--- src/rtl/lift_call_scheduler.sv ---
// SCAN call scheduler in front of Lift: latches floor calls, dispatches one target at a time, tracks arrival.
// Optional post-arrival door hold is built when LIFT_SCHED_DOOR_HOLD_EN is defined.
module lift_call_scheduler #(
  parameter int unsigned NUM_FLOORS  = 8,
  parameter int unsigned FLOOR_W     = 3,
  parameter int unsigned ACK_TIMEOUT = 16,
  parameter int unsigned DOOR_HOLD   = 8
) (
  input  logic                  clk,
  input  logic                  rst_n,
  input  logic [NUM_FLOORS-1:0] hall_call,
  input  logic [NUM_FLOORS-1:0] car_call,
  input  logic [FLOOR_W-1:0]    elev_f,
  input  logic                  busy,
  output logic [FLOOR_W-1:0]    pass_f,
  output logic                  butt_up_down,
  output logic [NUM_FLOORS-1:0] pending,
  output logic                  dir_up,
  output logic                  sched_idle
);

  localparam int unsigned CNT_W = $clog2(ACK_TIMEOUT + 1);
  localparam logic [CNT_W-1:0] CNT_LAST = CNT_W'(ACK_TIMEOUT - 1);
  localparam logic [CNT_W-1:0] CNT_MAX  = '1;

  typedef enum logic [2:0] {
    IDLE,
    DISPATCH,
    WAIT_ACK,
    TRAVEL,
    ARRIVE
`ifdef LIFT_SCHED_DOOR_HOLD_EN
    , HOLD
`endif
  } state_e;

  state_e                state_q, state_n;
  logic [NUM_FLOORS-1:0] pending_q, pending_n, clr_mask, floor_oh;
  logic [FLOOR_W-1:0]    pass_f_q, pass_f_n;
  logic                  butt_q, butt_n, dir_q, dir_n, idle_q, idle_n;
  logic [CNT_W-1:0]      cnt_q, cnt_n;
  logic                  elev_ok, here_pending;
  logic                  up_hit, dn_hit, tgt_dir;
  logic [FLOOR_W-1:0]    up_tgt, dn_tgt, tgt;

`ifdef LIFT_SCHED_DOOR_HOLD_EN
  localparam int unsigned HOLD_W = $clog2(DOOR_HOLD + 1);
  localparam logic [HOLD_W-1:0] HOLD_LAST = HOLD_W'(DOOR_HOLD - 1);
  logic [HOLD_W-1:0] hold_q, hold_n;
`else
  logic unused_door_hold;
  assign unused_door_hold = ^32'(DOOR_HOLD);
`endif

  // One-hot of the lift's floor; all-zero when elev_f is out of range.
  always_comb begin : floor_decode
    floor_oh = '0;
    for (int i = 0; i < int'(NUM_FLOORS); i++) begin
      floor_oh[i] = (elev_f == FLOOR_W'(i));
    end
  end

  assign elev_ok      = |floor_oh;
  assign here_pending = |(pending_q & floor_oh);

  // Nearest pending floor above and below the lift; direction rule picks one.
  always_comb begin : scan_select
    up_hit = 1'b0;
    up_tgt = '0;
    dn_hit = 1'b0;
    dn_tgt = '0;
    for (int i = int'(NUM_FLOORS) - 1; i >= 0; i--) begin
      if (pending_q[i] && (FLOOR_W'(i) > elev_f)) begin
        up_hit = 1'b1;
        up_tgt = FLOOR_W'(i);
      end
    end
    for (int i = 0; i < int'(NUM_FLOORS); i++) begin
      if (pending_q[i] && (FLOOR_W'(i) < elev_f)) begin
        dn_hit = 1'b1;
        dn_tgt = FLOOR_W'(i);
      end
    end
    if (dir_q) begin
      tgt     = up_hit ? up_tgt : dn_tgt;
      tgt_dir = up_hit;
    end else begin
      tgt     = dn_hit ? dn_tgt : up_tgt;
      tgt_dir = !dn_hit;
    end
  end

  always_comb begin : fsm_next
    state_n  = state_q;
    clr_mask = '0;
    pass_f_n = pass_f_q;
    dir_n    = dir_q;
    butt_n   = 1'b0;
    cnt_n    = cnt_q;
`ifdef LIFT_SCHED_DOOR_HOLD_EN
    hold_n   = hold_q;
`endif
    unique case (state_q)
      IDLE: begin
        if (elev_ok && !busy) begin
          if (here_pending) begin
            clr_mask = floor_oh;
          end else if (|pending_q) begin
            state_n  = DISPATCH;
            pass_f_n = tgt;
            dir_n    = tgt_dir;
            butt_n   = 1'b1;
          end
        end
      end
      DISPATCH: begin
        state_n = WAIT_ACK;
        cnt_n   = '0;
      end
      WAIT_ACK: begin
        if (busy) begin
          state_n = TRAVEL;
        end else if (cnt_q >= CNT_LAST) begin
          state_n = DISPATCH;
          butt_n  = 1'b1;
        end else if (cnt_q != CNT_MAX) begin
          cnt_n = cnt_q + CNT_W'(1);
        end
      end
      TRAVEL: begin
        // The arrival floor is the served floor; elev_f == pass_f lands on the same bit.
        if (!busy && elev_ok) begin
          clr_mask = floor_oh;
          state_n  = ARRIVE;
        end
      end
      ARRIVE: begin
`ifdef LIFT_SCHED_DOOR_HOLD_EN
        state_n = HOLD;
        hold_n  = '0;
`else
        state_n = IDLE;
`endif
      end
`ifdef LIFT_SCHED_DOOR_HOLD_EN
      HOLD: begin
        clr_mask = floor_oh;
        if (hold_q >= HOLD_LAST) begin
          state_n = IDLE;
        end else begin
          hold_n = hold_q + HOLD_W'(1);
        end
      end
`endif
      default: state_n = IDLE;
    endcase
    pending_n = (pending_q | hall_call | car_call) & ~clr_mask;
    idle_n    = (state_n == IDLE) && (pending_n == '0);
  end

  always_ff @(posedge clk or negedge rst_n) begin : fsm_regs
    if (!rst_n) begin
      state_q   <= IDLE;
      pending_q <= '0;
      pass_f_q  <= '0;
      butt_q    <= 1'b0;
      dir_q     <= 1'b1;
      idle_q    <= 1'b1;
      cnt_q     <= '0;
`ifdef LIFT_SCHED_DOOR_HOLD_EN
      hold_q    <= '0;
`endif
    end else begin
      state_q   <= state_n;
      pending_q <= pending_n;
      pass_f_q  <= pass_f_n;
      butt_q    <= butt_n;
      dir_q     <= dir_n;
      idle_q    <= idle_n;
      cnt_q     <= cnt_n;
`ifdef LIFT_SCHED_DOOR_HOLD_EN
      hold_q    <= hold_n;
`endif
    end
  end

  assign pass_f       = pass_f_q;
  assign butt_up_down = butt_q;
  assign pending      = pending_q;
  assign dir_up       = dir_q;
  assign sched_idle   = idle_q;

endmodule

--- config.mk ---
export PLATFORM = sky130hd
export DESIGN_NAME = lift_call_scheduler
export DESIGN_NICKNAME = d
export VERILOG_FILES = /design/src/rtl/lift_call_scheduler.sv
export SDC_FILE = /design/constraint.sdc
export NUM_CORES = 1
export LEC_CHECK = 0
export BUFFER_PORTS_ARGS = -buffer_cell sky130_fd_sc_hd__buf_2
export CORE_ASPECT_RATIO = 1.75
export CORE_MARGIN = 1
export CORE_UTILIZATION = 57
export CTS_CLUSTER_DIAMETER = 120
export DETAILED_ROUTE_END_ITERATION = 10
export MAX_ROUTING_LAYER = met4
export PLACE_DENSITY = 0.93
export SYNTH_ARGS = -nofsm -noshare
export SYNTH_HDL_FRONTEND = slang
export SYNTH_SLANG_ARGS = --single-unit
--- constraint.sdc ---
create_clock -name clk -period 3.5 [get_ports clk]
set_input_delay 0 -clock clk [delete_from_list [all_inputs] [get_ports clk]]
set_output_delay 0 -clock clk [all_outputs]
set_load 0.005 [all_outputs]
Word-level counts from Yosys, hierarchy flattened
Cells that the tools add are included.
- register bits after elaboration: 22
- bits of input ports: 22
- output and inout bits: 14
- $add $sub $neg: 1
- magnitude comparators: 17
- eq/ne operators: 14
- multiplexer cells: 56
- bitwise gates (word level): 6
- reduce and logical (&&, ||, !) cells: 30
- operators by type and width (kind ; number):
    $mux W3 ; 23
    $mux W8 ; 3
    $reduce_or A8 Y1 ; 3
    $mux W1 ; 23
    $logic_and A1 B1 Y1 ; 18
    $and A8 B8 Y8 ; 2
    $or A8 B8 Y8 ; 2
    $pmux W8 S2 ; 1
    $mux W5 ; 3
    $eq A3 B2 Y1 const B ; 4
    $eq A3 B3 Y1 const B ; 4
    $gt A3 B3 Y1 const A ; 4
    $lt A3 B3 Y1 const A ; 4
    $pmux W3 S4 ; 1
    $pmux W5 S2 ; 1
    $logic_not A3 Y1 ; 3
    $logic_not A8 Y1 ; 1
    $not A8 Y8 ; 1
    $reduce_and A4 Y1 ; 2
    $eq A3 B1 Y1 const B ; 2
    $gt A1 B3 Y1 const A ; 2
    $gt A2 B3 Y1 const A ; 2
    $lt A1 B3 Y1 const A ; 2
    $lt A2 B3 Y1 const A ; 2
    other kinds (8) ; 11

Depth between registers and ports, before layout
Gate-level depths: netlist of the first run.
- depth after elaboration: 12
- gate-level depth with buffers: 8
- depth with buffers taken out: 8

Worst setup path after synthesis of the first run
No wires, ideal clock.
- kind: reg2reg
- start point: register cnt_q[0]
- end point: register cnt_q[1]
- arrival: 1825 ps
- data required time: 3380 ps
- slack: 1555 ps
- stages on the path, launching flop included: 9
- path buffers: 0
- clock period less this slack: 1945 ps
- cells stage by stage: dfrtp_1 > ha_1 > and3_1 > ha_1 > a211o_1 > nor2_1 > o22a_1 > nor2b_1 > a41o_1
- longest elaborated chain between the ends: 5
- elaborated cells on any way between the ends: 10
- RTL lines (what ; line ; text):
    start: declaration ; 41 ; logic [CNT_W-1:0] cnt_q, cnt_n;
    start signal: assignment ; 180 ; cnt_q <= cnt_n;
    $add A5 B1 Y5 ; 127 ; cnt_n = cnt_q + CNT_W'(1);
    $mux W5 ; 126 ; end else if (cnt_q != CNT_MAX) begin
    $mux W5 ; 123 ; end else if (cnt_q >= CNT_LAST) begin
    $mux W5 ; 121 ; if (busy) begin
    $pmux W5 S2 ; 103 ; unique case (state_q)
Parallel ways exist; a longest one is shown, timed or not. The select of a mux whose other input is x is not followed.
A chain may end at the register's enable or synchronous reset.

Final worst setup path of the first run
- start point: register pending_q[2], in the netlist pending[2]
- end point: register idle_q, in the netlist sched_idle
- longest elaborated chain between the ends: 9
- elaborated cells on any way between the ends: 17
- RTL lines (what ; line ; text):
    start: declaration ; 38 ; logic [NUM_FLOORS-1:0] pending_q, pending_n, clr_mask, floor_oh;
    start signal: assignment ; 175 ; pending_q <= pending_n;
    $and A8 B8 Y8 ; 64 ; assign here_pending = |(pending_q & floor_oh);
    $reduce_or A8 Y1 ; 64 ;
    $mux W8 ; 106 ; if (here_pending) begin
    $mux W8 ; 105 ; if (elev_ok && !busy) begin
    $pmux W8 S2 ; 103 ;
    $not A8 Y8 ; 157 ; pending_n = (pending_q | hall_call | car_call) & ~clr_mask;
    $and A8 B8 Y8 ; 157 ;
    $logic_not A8 Y1 ; 158 ; idle_n = (state_n == IDLE) && (pending_n == '0);
    $logic_and A1 B1 Y1 (*) ; 158 ;
    named net idle_n ; 40 ; logic butt_q, butt_n, dir_q, dir_n, idle_q, idle_n;
    end signal: assignment ; 179 ; idle_q <= idle_n;
    end: declaration ; 40 ;
Mark *: on every way through the listed nets, which the timed path passes. The rest lies on a longest branch.

==> results of run 1 <==
==> routing by layer <==
layer / share of wire / vias to the layer above
met3: 0.079 / 30
met1: 0.35 / 742
li1: - / 757
met2: 0.51 / 133
met5: 0 / -
met4: 0.063 / 0
==> per-stage QoR <==
| stage | area [µm²] | worst slack [ns] | std cells | hold slack (ns) |
|---|---|---|---|---|
| CTS | 1770 | 1.33 | 242 | 0.0138 |
| global placement | 1690 | 1.43 | 237 | -0.0177 |
| global route | 1770 | 1.19 | 242 | 0.0532 |
| detailed placement | 1690 | 1.35 | 237 | -0.00241 |
| finish | 1770 | 1.29 | 242 | 0.0124 |
| floorplan | 1540 | 1.55 | 186 | -0.296 |
==> state kept, by name (all words and copies together), names as in the netlist <==
signal and flops:
pass_f 3, sched_idle 1, pending 8, dir_up 1, butt_up_down 1, cnt_q 5
state_q 3
==> kinds of logic after synthesis <==
family | share of synthesized area
and+or+nand+nor | 0.247
AOI/OAI and AO/OA | 0.277
DFF | 0.360
buffers and inverters | 0.0578
muxes | 0.0334
adders and majority gates | 0.0244
==> Yosys cell counts (2+ instances only) <==
cell type	instances	area [µm²]
dfrtp_1	20	500
nor2_1	16	60.1
a21oi_1	15	75.1
nor3_1	15	75.1
nand2_1	14	52.6
o21ai_0	12	60.1
inv_1	9	33.8
buf_2	7	35.0
a31oi_1	6	37.5
nand3_1	5	25.0
nor2b_1	5	31.3
a211oi_1	4	30.0
mux2i_1	4	40.0
and3_1	3	18.8
ha_1	3	37.5
nand2b_1	3	18.8
o22ai_1	3	18.8
o31ai_1	3	22.5
a221oi_1	2	17.5
a22o_1	2	17.5
a22oi_1	2	15.0
a41oi_1	2	17.5
dfstp_2	2	52.6
nand4_1	2	12.5
nor4_1	2	12.5
or4_1	2	15.0
==> repair_timing <==
item | 4_1_cts | 5_1_grt
hold endpoints to repair | 20 | 0
hold buffers | 1 | 0
gates resized for setup | 0 | 0
==> worst max-delay path, stage by stage, from the launching register on <==
cell	delay [ns]
dfrtp_1	0.50
nor3_1	0.49
nand4_1	0.13
o21ai_0	0.18
a31oi_1	0.06
or4_1	0.55
nor4_2	0.19
==> final cells by class <==
class                      count  area, µm²  area share
clock buffer                   3       41.3      0.0233
clock inverter                 1       30.0      0.0169
inverter                       9       33.8      0.0191
multi-input combinational    145        896       0.506
sequential                    22        553       0.312
tap                           26       32.5      0.0184
timing repair buffer          36        185       0.105
==> worst min path at each step <==
stage / end / slack, ns / cells past startpoint
floorplan: butt_up_down / -0.30 / 0
global placement: cnt_q[0] / -0.02 / 1
detailed placement: cnt_q[0] / -0.002 / 1
CTS: pending[1] / 0.01 / 3
global route: pending[1] / 0.05 / 3
finish: pending[1] / 0.01 / 3
==> where the power goes <==
part           total, µW  switching [µW]  internal (µW)
logic                266             158            108
clock network        239            86.1            153
registers            355            54.4            301
total                860             298            562
==> flow_summary.rst, run 1 <==
.. list-table::
   :header-rows: 1

   * - Metric
     - Value
   * - Half-perimeter wire length of the detailed placement result
     - 3070 µm
   * - Beginning of the critical path
     - pending[2]
   * - Core region area
     - 0.00252 mm²
   * - Number of library cell types mapped by synthesis
     - 49
   * - Largest net degree at the start of global routing
     - 32
   * - Max-cap violations
     - 0
   * - Reg clk slew, reported paths
     - 0.09 ns
   * - Die Ht
     - 70.7 µm
   * - Worst-Margin Slew
     - 0.563 ns
   * - Wire length of the first global-routing pass
     - 6660 µm
   * - Setup bufs post-CTS
     - 0
   * - DRT antenna net count
     - 0
   * - Max Buffers Root-to-Sink
     - 2
   * - Final hold violations
     - 0
   * - Site row count
     - 24
   * - Worst rel slew slack
     - 0.624
   * - Signed area change from the synthesized netlist to the final layout
     - 15.2%
   * - Ratio of final minimum period to clock period
     - 0.632
   * - Cell leakage power
     - 0.000788 µW
   * - Nets
     - 242
   * - Flip-flop and latch count after synthesis
     - 22
   * - Top library cells by usage in the layout, fill and taps aside
     - 35 x buf_2, 20 x dfrtp_1, 16 x nor2_1
   * - Clock H-tree levels
     - 1
   * - Die area
     - 0.00292 mm²
   * - Depth of the most critical reg-to-reg path
     - 6
   * - Final Max Tran Viols
     - 0
   * - Global route overflow
     - 0
   * - Fill cell count
     - 220
   * - Total iterations of the first detailed-routing run
     - 6
   * - Antenna diode instance count
     - 0
   * - Data arrival time of the critical path
     - 2.39 ns
   * - Grt met1 use
     - 0.373
   * - Antenna violations before repair
     - 0
   * - EDFF count, synth
     - 0
   * - Final period demand of the worst path
     - 2.21 ns
   * - IO Port Bufs
     - 35
   * - Total wire length
     - 4210 µm
   * - Maximum resistive drop on vdd
     - 0.323 mV
   * - Setup repair after global routing missed its margin
     - no
   * - Number of remaining DRC errors
     - 0
   * - Peak-usage layer in the global routing report
     - met2
   * - Number of global-route vias before repair
     - 1,563
   * - Skew final
     - 0.00886 ns
   * - Synthesis Warnings
     - 0
   * - Type of the worst min-delay path
     - in2reg
   * - Clock tree root driver cell
     - clkbuf_8
   * - Crit path capture
     - sched_idle
   * - Starting Density
     - 0.610
   * - Element type at the critical path start
     - register
   * - Power Total
     - 860 µW
   * - GPL Wtd Cong
     - 0.951
   * - Reg-to-reg startpoint
     - pending[2]
   * - Routed via count divided by cell count
     - 6.87
   * - Clock net sink count
     - 22
   * - Crit Path Category
     - reg2reg
   * - Ys async rst share
     - 1.00
   * - Post-synthesis sequential area ratio
     - 0.360
   * - Endpoint of the worst register-to-register path
     - sched_idle
   * - Insertion delay of the later-clocked pin in the worst-skew pair
     - 0.27 ns
   * - Summed negative setup slack over all endpoints
     - 0 ns
   * - GR Layer Usage met2
     - 0.524
   * - Main synth FF type
     - dfrtp_1
   * - Run status
     - finished, final reports clean
   * - Synth Instances
     - 186
   * - Horiz. Die Dim
     - 41.3 µm
   * - Met3 demand-to-capacity share in global routing
     - 0.0376
   * - Nature of the critical path endpoint
     - register
   * - Total number of vias
     - 1,662
   * - Total track usage
     - 0.327
   * - Iteration-0 DRC Markers
     - 91
   * - Avg Cell Area, Syn
     - 8.27 µm²
   * - Nets in the synthesized netlist
     - 211
   * - Most common library cell in the layout ignoring fill and taps
     - buf_2
   * - Launch instance of the worst min-delay path
     - car_call[1]
   * - Number of buffers added by the clock tree synthesis step
     - 3
   * - Maximum net fanout on the critical path
     - 7
   * - Netlist area before placement
     - 0.00154 mm²
   * - Worst EP required
     - 3.67 ns
   * - Maximum clock rate
     - 452 MHz
   * - Boundary Pins
     - 36
   * - Pwr dens
     - 485 mW/mm²
   * - Fraction of final layout cells with drive strength greater than 1
     - 0.222
   * - Final core occ
     - 0.702
   * - Final setup violation count
     - 0
   * - Routed wire length per instance
     - 17.4 µm
   * - TritonCTS clock tree
     - yes
   * - Setup slack, reg-to-reg
     - 1.29 ns
Power figures use the tool's default switching activity.
==> inputs of run 2 (changes only) <==
ABC_AREA = 1   (was not set)
CORE_UTILIZATION = 54   (was 57)
PLACE_DENSITY = 0.88   (was 0.93)
clock period = 2.1 ns   (was 3.5 ns; I/O delays follow)
==> run 2 against run 1 <==
Effect of this change: the flow now finishes with violations (DRC); via count up 5.1%; area after synthesis increased by 9.2%; combinational power grew 140%; clock power increased by 68%.
==> flow_summary.rst, run 2 <==
.. list-table::
   :header-rows: 1

   * - Metric
     - Value
   * - Depth of the most critical reg-to-reg path
     - 10
   * - Synth Instances
     - 255
   * - IO Port Bufs
     - 35
   * - Fraction of final layout cells with drive strength greater than 1
     - 0.186
   * - Wire length of the first global-routing pass
     - 6200 µm
   * - Flip-flop and latch count after synthesis
     - 22
   * - Number of global-route vias before repair
     - 1,566
   * - Share of total power in the clock network
     - 0.244
   * - Summed negative setup slack over all endpoints
     - 0 ns
   * - Data arrival time of the critical path
     - 2.12 ns
   * - Core region area
     - 0.00293 mm²
   * - Horiz. Die Dim
     - 44.2 µm
   * - Iteration-0 DRC Markers
     - 55
   * - Largest net degree at the start of global routing
     - 23
   * - Run status
     - complete, but fails checks
   * - Cell types with the highest counts after synthesis
     - 72 x nand2_1, 35 x inv_1, 33 x nor2_1
   * - Nature of the critical path endpoint
     - register
   * - Peak-usage layer in the global routing report
     - met2
   * - Setup slack, reg-to-reg
     - 0.17 ns
   * - Clock H-tree levels
     - 1
   * - Cell Chain, Critical Path
     - ha_1 > nand2_1 > nor2_1 > ha_1 > nor2_1 > o21ai_1 > or2_2 > a21boi_2 > nand2_1 > o21ai_1
   * - TritonCTS clock tree
     - yes
   * - Clock tree root driver cell
     - clkbuf_8
   * - Final period demand of the worst path
     - 1.93 ns
   * - Element type at the critical path start
     - register
   * - Slowest stage cell, crit path
     - dfrtp_1
   * - Final core occ
     - 0.661
   * - Netlist area before placement
     - 0.00168 mm²
   * - Die Ht
     - 75.8 µm
   * - Internal power of the cells
     - 1010 µW
   * - Met3 demand-to-capacity share in global routing
     - 0.0213
   * - Ratio of final minimum period to clock period
     - 0.918
   * - Largest register FFs
     - 8
   * - Reg-to-reg startpoint
     - cnt_q[0]
   * - CP max stage delay
     - 0.42 ns
   * - Clock net sink count
     - 22
   * - Crit Path Category
     - reg2reg
   * - Setup repair after global routing missed its margin
     - no
   * - Pwr dens
     - 851 mW/mm²
   * - Final setup violation count
     - 0
   * - Hold depth
     - 2
   * - Maximum net fanout on the critical path
     - 4
   * - Launch instance of the worst min-delay path
     - busy
   * - Site row count
     - 26
   * - Main synth FF type
     - dfrtp_1
   * - Gate family responsible for the most delay along the worst path
     - simple AND/OR/NAND/NOR gates
   * - Most common library cell in the layout ignoring fill and taps
     - nand2_1
   * - Avg Cell Area, Syn
     - 6.58 µm²
   * - Buf/Inv on CP
     - 0
   * - Switching Fraction
     - 0.385
   * - Post-synthesis sequential area ratio
     - 0.329
   * - Post-synth top area share
     - 0.298
   * - Worst-Margin Slew
     - 0.501 ns
   * - Grt met1 use
     - 0.281
   * - Number of buffers added by the clock tree synthesis step
     - 3
   * - Antenna diode instance count
     - 0
   * - Instance count after placement with tap cells included
     - 313
   * - Worst slack at placement
     - 0.134 ns
   * - Worst rel slew slack
     - 0.666
   * - Cell leakage power
     - 0.000995 µW
   * - Maximum clock rate
     - 519 MHz
   * - Ys async rst share
     - 1.00
   * - Reg clk slew, reported paths
     - 0.08 ns
   * - WHS Endpoint
     - state_q[2]
   * - Synthesis Warnings
     - 0
   * - Nets in the synthesized netlist
     - 280
   * - Insertion delay of the later-clocked pin in the worst-skew pair
     - 0.27 ns
   * - Final Max Tran Viols
     - 0
   * - Leading area contributor after synthesis
     - dfrtp_1
   * - Top library cells by usage in the layout, fill and taps aside
     - 72 x nand2_1, 35 x inv_1, 35 x buf_2
   * - Power Total
     - 1650 µW
   * - EDFF count, synth
     - 0
   * - Skew final
     - 0.00127 ns
   * - DRT antenna net count
     - 0
   * - Routed via count divided by cell count
     - 5.49
   * - Fill cell count
     - 273
   * - Final instance count without filler cells
     - 318
   * - Net load switching power
     - 634 µW
   * - Total track usage
     - 0.249
   * - Nets
     - 316
   * - Setup slack after layout
     - 0.172 ns
   * - Final hold violations
     - 0
   * - Global route overflow
     - 0
   * - Die area
     - 0.00335 mm²
   * - Violations in the final reports
     - DRC
   * - Half-perimeter wire length of the detailed placement result
     - 2880 µm
   * - Total wire length
     - 3680 µm
   * - Boundary Pins
     - 36
   * - Number of remaining DRC errors
     - 2
   * - Comb power frac
     - 0.388
   * - Antenna violations before repair
     - 0
   * - Setup bufs post-CTS
     - 0
   * - Routed wire length per instance
     - 11.6 µm
   * - GPL Wtd Cong
     - 0.939
   * - Total number of vias
     - 1,746
   * - Top-count cell post-synth
     - nand2_1
   * - Signed area change from the synthesized netlist to the final layout
     - 15.2%
   * - Maximum resistive drop on vdd
     - 0.477 mV
   * - Number of library cell types mapped by synthesis
     - 33
   * - Total iterations of the first detailed-routing run
     - 7
   * - GR Layer Usage met2
     - 0.438
   * - Max Buffers Root-to-Sink
     - 2
   * - Type of the worst min-delay path
     - in2reg
   * - Endpoint of the worst register-to-register path
     - cnt_q[0]
   * - Max-cap violations
     - 0
   * - Worst EP required
     - 2.29 ns
   * - Sequential fraction of design power
     - 0.368
   * - Biggest area contributors in the synthesized netlist
     - dfrtp_1 30%, nand2_1 16%, nand3_1 8.3%
   * - Starting Density
     - 0.574
run 2: changes by cell type after synthesis, sizes merged, moves of 9 or more:
cell,change
nor2,+21
nand4,+9
inv,+28
a21oi,-9
nand3,+25
nand2,+59
run 2: kinds of logic (layout without fill, tap and decap cells):
family                   Yosys count  count (layout)  share of synthesized area
buffers and inverters             42              77                      0.106
adder cells (fa/ha/maj)            3               3                     0.0224
AO/OA/AOI/OAI                     19              19                     0.0656
flip-flops                        22              22                      0.329
AND/OR/NAND/NOR                  169             169                      0.477
run 2: worst max path at each step:
stage | from | endpoint | cells past startpoint
finish | cnt_q[0] | cnt_q[0] | 10
global route | cnt_q[0] | cnt_q[0] | 10
CTS | cnt_q[0] | cnt_q[0] | 10
detailed placement | cnt_q[0] | cnt_q[0] | 10
global placement | cnt_q[0] | cnt_q[0] | 10
floorplan | cnt_q[0] | cnt_q[2] | 11
run 2: through the flow:
| stage | instance area, µm² | hold slack [ns] |
|---|---|---|
| after detailed placement | 1850 | 0.00213 |
| after global placement | 1850 | 0.00163 |
| after global routing | 1930 | 0.0563 |
| after floorplan | 1680 | -0.296 |
| after CTS | 1930 | 0.0338 |
| final | 1930 | 0.0331 |
run 2: cell type report:
type                            instances  area (µm²)  area share
Clock buffer                            3        41.3      0.0213
Tap cell                               28        35.0      0.0181
Clock inverter                          1        30.0      0.0155
Sequential cell                        22         553       0.286
Multi-Input combinational cell        191         948       0.490
Inverter                               37         141      0.0731
Timing Repair Buffer                   36         185      0.0957
run 2: power groups by stage:
stage,Sequential (µW),Combinational (µW),Clock [µW]
global placement,609,622,0
detailed placement,612,636,0
CTS,603,640,406
floorplan,607,464,0
global route,619,731,418
finish,606,639,401
run 2: per-layer routing:
layer / wire (µm) / share of wire
met2: 2030 / 0.55
met5: 0 / 0
met1: 1470 / 0.40
met4: 71 / 0.019
met3: 117 / 0.032
run 2: timing repair:
item / in CTS / in global routing
hold buffers: 1 / 0
endpoints found under the setup margin: 0 / 2
gates resized for setup: 0 / 2
hold endpoints to repair: 20 / 0
